$ cat src/rtl/fakeram_32x46_initiator.sv
// Request-side initiator for the 32x46 fake RAM macro: drives macro pins on a request
// fire, captures rd_out one cycle later and returns it through a 2-entry response FIFO.
module fakeram_32x46_initiator #(
    parameter int BITS       = 46,
    parameter int WORD_DEPTH = 32,
    parameter int ADDR_WIDTH = 5,
    parameter int CNT_WIDTH  = 16
) (
    input  logic                  clk,
    input  logic                  rst_n,
    input  logic                  req_valid,
    output logic                  req_ready,
    input  logic                  req_we,
    input  logic [ADDR_WIDTH-1:0] req_addr,
    input  logic [BITS-1:0]       req_wdata,
    output logic                  rsp_valid,
    input  logic                  rsp_ready,
    output logic [BITS-1:0]       rsp_rdata,
    output logic                  ce_in,
    output logic                  we_in,
    output logic [ADDR_WIDTH-1:0] addr_in,
    output logic [BITS-1:0]       wd_in,
    input  logic [BITS-1:0]       rd_out,
    output logic [CNT_WIDTH-1:0]  rd_count,
    output logic [CNT_WIDTH-1:0]  wr_count
);

    localparam logic [CNT_WIDTH-1:0] CNT_MAX = '1;

    if (WORD_DEPTH > (1 << ADDR_WIDTH)) begin : g_bad_depth
        $error("WORD_DEPTH does not fit in ADDR_WIDTH");
    end

    logic                 rd_inflight_q, rd_inflight_d;
    logic [1:0]           fifo_cnt_q, fifo_cnt_d;
    logic                 wr_ptr_q, wr_ptr_d;
    logic                 rd_ptr_q, rd_ptr_d;
    logic [1:0][BITS-1:0] mem_q, mem_d;
    logic [CNT_WIDTH-1:0] rd_count_q, rd_count_d;
    logic [CNT_WIDTH-1:0] wr_count_q, wr_count_d;

    logic [2:0] occ;
    logic       pop, push, fire;

    always_comb begin
        occ       = {2'b00, rd_inflight_q} + {1'b0, fifo_cnt_q};
        rsp_valid = rst_n && (fifo_cnt_q != 2'd0);
        pop       = rsp_valid && rsp_ready;
        // Credit counts the read in flight, so a fire can never overflow the FIFO.
        req_ready = rst_n && ((occ - {2'b00, pop}) < 3'd2);
        fire      = req_valid && req_ready;
        push      = rd_inflight_q;

        ce_in     = fire;
        we_in     = fire && req_we;
        addr_in   = fire ? req_addr : '0;
        wd_in     = (fire && req_we) ? req_wdata : '0;
        rsp_rdata = mem_q[rd_ptr_q];
        rd_count  = rd_count_q;
        wr_count  = wr_count_q;
    end

    always_comb begin
        rd_inflight_d = fire && !req_we;
        mem_d         = mem_q;
        if (push) mem_d[wr_ptr_q] = rd_out;
        wr_ptr_d      = wr_ptr_q ^ push;
        rd_ptr_d      = rd_ptr_q ^ pop;

        fifo_cnt_d = fifo_cnt_q;
        case ({push, pop})
            2'b10:   fifo_cnt_d = fifo_cnt_q + 2'd1;
            2'b01:   fifo_cnt_d = fifo_cnt_q - 2'd1;
            default: fifo_cnt_d = fifo_cnt_q;
        endcase

        rd_count_d = rd_count_q;
        wr_count_d = wr_count_q;
        if (fire && !req_we && rd_count_q != CNT_MAX) rd_count_d = rd_count_q + 1'b1;
        if (fire &&  req_we && wr_count_q != CNT_MAX) wr_count_d = wr_count_q + 1'b1;
    end

    always_ff @(posedge clk or negedge rst_n) begin
        if (!rst_n) begin
            rd_inflight_q <= 1'b0;
            fifo_cnt_q    <= 2'd0;
            wr_ptr_q      <= 1'b0;
            rd_ptr_q      <= 1'b0;
            mem_q         <= '0;
            rd_count_q    <= '0;
            wr_count_q    <= '0;
        end else begin
            rd_inflight_q <= rd_inflight_d;
            fifo_cnt_q    <= fifo_cnt_d;
            wr_ptr_q      <= wr_ptr_d;
            rd_ptr_q      <= rd_ptr_d;
            mem_q         <= mem_d;
            rd_count_q    <= rd_count_d;
            wr_count_q    <= wr_count_d;
        end
    end

endmodule
$ cat config.mk
export PLATFORM = sky130hd
export DESIGN_NAME = fakeram_32x46_initiator
export DESIGN_NICKNAME = d
export VERILOG_FILES = /design/src/rtl/fakeram_32x46_initiator.sv
export SDC_FILE = /design/constraint.sdc
export NUM_CORES = 1
export LEC_CHECK = 0
export CELL_PAD_IN_SITES_DETAIL_PLACEMENT = 2
export CELL_PAD_IN_SITES_GLOBAL_PLACEMENT = 2
export CORE_MARGIN = 2
export CORE_UTILIZATION = 26
export CTS_CLUSTER_DIAMETER = 80
export CTS_CLUSTER_SIZE = 14
export DETAILED_ROUTE_END_ITERATION = 16
export HOLD_SLACK_MARGIN = 0.05
export PLACE_DENSITY_LB_ADDON = 0.25
export SYNTH_ARGS = -nofsm -noshare
export SYNTH_HDL_FRONTEND = slang
export SYNTH_SLANG_ARGS = --single-unit
$ cat constraint.sdc
create_clock -name clk -period 2.8 [get_ports clk]
set_input_delay 0.28 -clock clk [delete_from_list [all_inputs] [get_ports clk]]
set_output_delay 0.28 -clock clk [all_outputs]
set_load 0.1 [all_outputs]
==> results of run 1 <==
[cell usage in the layout (no fill, tap or decap), types with 7 or more instances in the layout]
| cell type | count |
|---|---|
| sky130_fd_sc_hd__inv_1 | 7 |
| sky130_fd_sc_hd__and3_1 | 9 |
| sky130_fd_sc_hd__nand2_1 | 11 |
| sky130_fd_sc_hd__mux2_2 | 139 |
| sky130_fd_sc_hd__nand3_1 | 7 |
| sky130_fd_sc_hd__buf_12 | 62 |
| sky130_fd_sc_hd__dfrtp_1 | 126 |
| sky130_fd_sc_hd__clkbuf_16 | 18 |
| sky130_fd_sc_hd__xor2_1 | 18 |
| sky130_fd_sc_hd__xnor2_1 | 9 |
| sky130_fd_sc_hd__buf_4 | 108 |
| sky130_fd_sc_hd__nand4_1 | 8 |
| sky130_fd_sc_hd__clkdlybuf4s50_1 | 100 |
| sky130_fd_sc_hd__and3_4 | 53 |
| sky130_fd_sc_hd__buf_6 | 8 |
[per-layer routing]
layer | GRT usage (%) | part of all wire (%) | vias to the layer above
li1 | - | - | 2321
met1 | 19.2 | 41 | 2529
met2 | 30.2 | 51 | 191
met3 | 5.74 | 7.5 | 13
met4 | 4.42 | 0.87 | 0
met5 | 0 | 0 | -
[worst min path at each step]
stage,start,endpoint,slack [ps]
finish,rst_n,rd_count[12],60
CTS,rst_n,wr_count[11],70
global placement,mem_q[85],mem_q[85],480
detailed placement,mem_q[55],mem_q[55],490
floorplan,rst_n,fifo_cnt_q[0],-20
global route,rst_n,rd_count[12],120
[flip-flops by register name, summed over array words and instances (netlist names)]
register and cells:
push 1, fifo_cnt_q 2, rd_ptr_q 1, rd_count 16
wr_ptr_q 1, mem_q 92, wr_count 16
[worst register-to-register path, delay by kind of cell (launching register included)]
kind                       cells  cell delay (ps)
and+or+nand+nor                5              770
AOI/OAI and AO/OA              1              220
adders and majority gates      2              740
DFF                            1              400
muxes                          1              330
buffers and inverters          4              450
[cell usage after synthesis, drive strengths merged]
cell / count
xnor2: 10
and2: 8
nor4b: 2
or3: 1
fa: 1
nor2: 4
and4b: 1
or2: 2
a211oi: 5
and4: 5
a2111oi: 1
nor4: 3
nand2: 12
o21a: 1
nand3b: 1
o211ai: 1
and3: 62
xor2: 18
nand4: 8
mux2i: 2
nor3: 2
mux2: 144
a31oi: 1
a21oi: 5
dfrtp: 129
a311oi: 3
buf: 14
nand3: 11
nand2b: 2
o21ai: 1
o2111ai: 1
a21boi: 1
clkbuf: 18
inv: 8
ha: 6
[area by class of cell]
| cell class | instances | area (µm²) | area share [%] |
|---|---|---|---|
| Clock buffer | 18 | 439 | 4.04 |
| Clock inverter | 14 | 129 | 1.18 |
| Inverter | 8 | 33.8 | 0.310 |
| Multi-Input combinational cell | 325 | 3440 | 31.7 |
| Sequential cell | 129 | 3230 | 29.7 |
| Tap cell | 324 | 405 | 3.73 |
| Timing Repair Buffer | 281 | 3200 | 29.4 |
[timing repair]
action                     CTS  global route
pin swaps                   17            15
gates cloned                 1             1
setup buffers               10             6
setup endpoints to repair   67            83
gates resized for setup     28            16
[power breakdown]
group | total (W) | internal, W | switching, W
combinational | 0.00852 | 0.00273 | 0.00579
clock | 0.00212 | 0.00125 | 0.000869
sequential | 0.00293 | 0.00255 | 0.000380
[cells by family after synthesis]
logic type               Yosys count
AO/OA/AOI/OAI                     20
adder cells (fa/ha/maj)            7
flip-flops                       129
XOR/XNOR                          28
AND/OR/NAND/NOR                  124
buffers and inverters             40
multiplexers                     146
[per-stage QoR]
step / instances / hold slack (ps)
finish: 1099 / 57.3
global route: 1099 / 115
CTS: 1094 / 74.2
detailed placement: 1051 / 494
global placement: 1051 / 483
floorplan: 494 / -15.6
==> results.yml, run 1 <==
outcome:
  run_status: "finished with violations"
  violations_in_the_final_reports: "setup timing"
critical_path:
  ff2ff_path_depth: 13
  crit_chain: "o21a_4 -> and2_4 -> ha_4 -> nand2b_4 -> fa_2 -> and4_4 -> buf_12 -> buf_8 -> and3_4 -> buf_12"
  critPathLaunchType: "register"
  critical_path_class: "register to output pin"
  crit_fanout: 6
  r2r_end: "wr_count[12]"
  worst-endpoint-required_ps: 2520
  crit_path_top_delay_cell: "sky130_fd_sc_hd__fa_2"
  timing.critical_path.to_type: "output pin"
  worstReg2RegStart: "fifo_cnt_q[0]"
  timing.critical_path.depth: 10
  worst-path-buf-inv: 3
  critPathMostFrequentCell: "sky130_fd_sc_hd__buf_12"
  max_stage_delay_ps: 530
  critical_path.endpoint: "wd_in[28]"
  cp_data_arrival_time_ps: 2940
  path_delay_family: "simple AND/OR/NAND/NOR gates"
  origin_of_the_worst_setup_path: "fifo_cnt_q[0]"
  r2r_slack_ps: -210
placement:
  gp_routability_congestion: 0.794
  hpwl_after_detailed_placement_mm: 15.2
  place_ws_ps: -196
  port_buffers: 234
  dpl-instance-area_um2: 9940
cts:
  tritoncts: "yes"
  cts_max_level: 4
  worst_skew_pair.late_latency_ps: 420
  cts_inserted_buffers: 17
  clock_sinks: 129
  clock_tree.root_cell: "sky130_fd_sc_hd__clkbuf_16"
  max-clock-path-buffers: 2
  cts-hold-fix-buffers: 0
  clk_pin_slew_ps: 60
logic_synthesis:
  synth.ff_latch_count: 129
  ys_warn_count: 0
  synth_simple_gate_area_share_pct: 12.1
  synth.avg_cell_area_um2: 12.8
  synth_compound_gate_area_share_pct: 2.51
  synth-adder-area-share_pct: 1.50
  share_of_synthesized_area_occupied_by_flip_flops_and_latches_pct: 50.9
  syn-instance-count: 494
  synthDominantCellAreaShare_pct: 50.9
  synth.area.mux_share_pct: 25.9
  yosys.area_share.xor_xnor_pct: 4.17
  largest_family_of_logic_cells_by_synthesized_area: "multiplexers"
  ys_types: 43
  syn_area_um2: 6340
  synth_largest_area_cell: "sky130_fd_sc_hd__dfrtp_1"
  synth_nets: 603
  area_contributors_post_synth: "sky130_fd_sc_hd__dfrtp_1, sky130_fd_sc_hd__mux2_2, sky130_fd_sc_hd__and3_1"
power_and_ir_drop:
  ir_worst_vdd_mv: 0.945
  total_power_w: 0.0136
  leakagePower_nw: 4.79
  power.density_nw_per_um2: 1250
drt:
  via_density: 4.60
  final_antenna_net_count: 0
  dr.first_iter.drc_count: 110
  dr_total_vias: 5054
  drt_first_pass_iters: 4
  detail_route.drc_violations: 0
  routed_wl_mm: 21.2
  wl_per_cell_um: 19.3
timing:
  report.final.hold_viol_count: 0
  slew_headroom_pct: 34.5
  layout_setup_ws_ps: -425
  fin_crit_ps: 3220
  grt_setup_unrepaired: "yes"
  tns_ps: -21680
  max_slew.worst_pin.slew_ps: 983
  achievable-frequency_ghz: 0.310
  final.period_utilization_pct: 115
  setup_viol_count_final: 64
  fin_clk_skew_ps: 18.2
  report.final.slew_viol_count: 0
worst_hold_path:
  worstHoldPathType: "input pin to asynchronous set/reset pin"
global_route:
  grt_total_ovfl: 0
  grt_start_max_net_pins: 77
  grtUsageTotal_pct: 16.9
  grt_pass1_vias: 5870
  grt_pass1_wl_mm: 34.1
  grt_antenna_before_repair: 0
floorplan:
  die_h_um: 160
  fp-row-count: 57
  initial_core_util_pct: 26.3
  design.core.area_um2: 24100
  horizontal_die_dimension_um: 160
  die_area_um2: 25600
  ioPinCount: 235
finish:
  diodes: 0
  fillers: 2400
  finalNetCount: 871
  post_route_cells_drive_above_1_share_pct: 59.0
  design_area_um2: 10900
  final_util_pct: 45.1
  area_growth_pct: 71.7
flow_run:
  max_cap_violations: 0
(Power assumes the default switching activity.)
==> run 2: changes to the inputs <==
--- a/config.mk
+++ b/config.mk
@@ -8,9 +8,9 @@
 export CELL_PAD_IN_SITES_DETAIL_PLACEMENT = 2
 export CELL_PAD_IN_SITES_GLOBAL_PLACEMENT = 2
 export CORE_MARGIN = 2
-export CORE_UTILIZATION = 26
+export CORE_UTILIZATION = 28
 export CTS_CLUSTER_DIAMETER = 80
-export CTS_CLUSTER_SIZE = 14
+export CTS_CLUSTER_SIZE = 12
 export DETAILED_ROUTE_END_ITERATION = 16
 export HOLD_SLACK_MARGIN = 0.05
 export PLACE_DENSITY_LB_ADDON = 0.25
==> constraint.sdc (replaced) <==
create_clock -name clk -period 3.6 [get_ports clk]
set_input_delay 0.36 -clock clk [delete_from_list [all_inputs] [get_ports clk]]
set_output_delay 0.36 -clock clk [all_outputs]
set_load 0.1 [all_outputs]
==> results.yml, run 2 (synthesized netlist as in run 1, its figures left out) <==
finish:
  regArea_um2: 3230
  layout.cells.most_common_list: "sky130_fd_sc_hd__mux2_2, sky130_fd_sc_hd__clkdlybuf4s50_1, sky130_fd_sc_hd__dfrtp_1"
  largest_register: "mem_q"
  fillers: 2156
  area_growth_pct: 63.8
  flip_flop_count_of_the_largest_register_after_layout: 92
  layout_commonest_cell: "sky130_fd_sc_hd__mux2_2"
  post_route_cells_drive_above_1_share_pct: 49.0
  diodes: 0
  finalNetCount: 841
  multi_input_area_um2: 3130
  finalNonFillerCells: 1030
cts:
  clock_sinks: 129
  cts-hold-fix-buffers: 0
  max-clock-path-buffers: 2
  clk_pin_slew_ps: 60
  cts_max_level: 4
  tritoncts: "yes"
  cts_inserted_buffers: 17
  worst_skew_pair.late_latency_ps: 410
  clock_tree.root_cell: "sky130_fd_sc_hd__clkbuf_16"
timing:
  report.final.slew_viol_count: 0
  holdWs_ps: 189
  fin_clk_skew_ps: 6.75
  fin_crit_ps: 3470
  max_slew.worst_pin.slew_ps: 1040
  slew_headroom_pct: 30.6
  setup_viol_count_final: 0
  achievable-frequency_ghz: 0.288
  final.period_utilization_pct: 96.4
  grt_setup_unrepaired: "no"
  report.final.hold_viol_count: 0
global_route:
  grt_start_max_net_pins: 71
  grtUsageTotal_pct: 17.7
  grt_total_ovfl: 0
  grt_pass1_vias: 5717
  grt_pass1_wl_mm: 33.1
  grt_antenna_before_repair: 1
placement:
  gp_routability_congestion: 0.764
  hpwl_after_detailed_placement_mm: 14.7
  port_buffers: 234
  placed_cells: 989
drt:
  routed_wl_mm: 21.0
  drt_first_pass_iters: 4
  wl_per_cell_um: 20.4
  final_antenna_net_count: 0
  via_density: 4.86
  detail_route.drc_violations: 0
  dr.first_iter.drc_count: 137
  dr_total_vias: 5004
critical_path:
  path_delay_family: "simple AND/OR/NAND/NOR gates"
  cp_data_arrival_time_ps: 3110
  worstReg2RegStart: "fifo_cnt_q[1]"
  r2r_end: "wr_count[10]"
  critical_path_class: "register to output pin"
  critPathLaunchType: "register"
  crit_path_top_delay_cell: "sky130_fd_sc_hd__fa_2"
  max_stage_delay_ps: 540
  timing.critical_path.to_type: "output pin"
  r2r_slack_ps: 470
  worst-path-buf-inv: 2
  ff2ff_path_depth: 12
  crit_fanout: 6
  worst-endpoint-required_ps: 3240
  crit_chain: "o21a_4 -> and2_1 -> ha_4 -> nand2b_4 -> fa_2 -> and4_4 -> clkbuf_16 -> and3_2 -> buf_12"
floorplan:
  design.core.area_um2: 22400
  ioPinCount: 235
  initial_core_util_pct: 28.2
  die_area_um2: 23900
  horizontal_die_dimension_um: 154
  die_h_um: 154
  fp-row-count: 55
outcome:
  run_status: "complete, no violations"
power_and_ir_drop:
  ir_worst_vdd_mv: 0.429
  leakagePower_nw: 4.60
  power.density_nw_per_um2: 1010
worst_hold_path:
  worstHoldPathType: "input pin to asynchronous set/reset pin"
flow_run:
  max_cap_violations: 0
run 2: layer usage:
layer / wire (µm) / GRT usage (%) / up-vias
met5: 13 / 0 / -
met3: 1740 / 7.20 / 21
met2: 10600 / 29.8 / 184
met1: 8430 / 21.2 / 2537
met4: 223 / 4.54 / 2
li1: - / - / 2260
run 2: layout make-up:
cell class	instances	share of cell area (%)
multi-input cells	325	30.1
inverters	8	0.325
clock buffers	18	4.23
repair buffers	251	29.1
clock inverters	14	1.74
flip-flops and latches	129	31.1
well taps	285	3.43
run 2: worst register-to-register path: stages (launching register included):
cell	delay (ps)
sky130_fd_sc_hd__dfrtp_1	400
sky130_fd_sc_hd__o21a_4	220
sky130_fd_sc_hd__and2_1	200
sky130_fd_sc_hd__ha_4	240
sky130_fd_sc_hd__nand2b_4	140
sky130_fd_sc_hd__fa_2	540
sky130_fd_sc_hd__and4_4	360
sky130_fd_sc_hd__buf_12	170
sky130_fd_sc_hd__nand2_4	100
sky130_fd_sc_hd__clkinvlp_4	120
sky130_fd_sc_hd__buf_4	130
sky130_fd_sc_hd__nand4_1	100
sky130_fd_sc_hd__mux2_2	290
run 2: worst max-delay path by stage:
stage / depth (start not counted) / to / slack (ps) / start
2_1_floorplan: 9 / wd_in[21] / -90 / fifo_cnt_q[1]
3_3_place_gp: 9 / addr_in[0] / 230 / rsp_ready
3_5_place_dp: 9 / addr_in[3] / 160 / rsp_ready
4_1_cts: 9 / wd_in[8] / 10 / fifo_cnt_q[1]
5_1_grt: 9 / wd_in[3] / 40 / fifo_cnt_q[1]
6_report: 9 / wd_in[3] / 130 / fifo_cnt_q[1]
run 2: power by group:
part	switching [W]	leakage (nW)	total (W)	internal, W
Combinational	0.00442	2.64	0.00636	0.00194
Clock	0.000684	0.303	0.00180	0.00112
Sequential	0.000339	1.66	0.00232	0.00199
Total	0.00544	4.60	0.0105	0.00504
run 2: through the flow:
step	total power, W	setup WS (ps)	cell area, µm²	utilization, %	TNS, ps
after floorplan	0.00697	-91.2	6500	-	-1090
after global placement	0.00834	234	9560	42.6	0
after detailed placement	0.00851	157	9560	42.6	0
after CTS	0.0106	12.8	10300	45.8	0
after global routing	0.0109	39.2	10400	46.3	0
final	0.0105	129	10400	46.3	0
run 2: timing repair:
action                                  4_1_cts  5_1_grt
gates cloned                                  2        4
buffers inserted                              3        0
gates resized for setup                       7        2
endpoints found under the setup margin        9       47
pin swaps                                     1        1
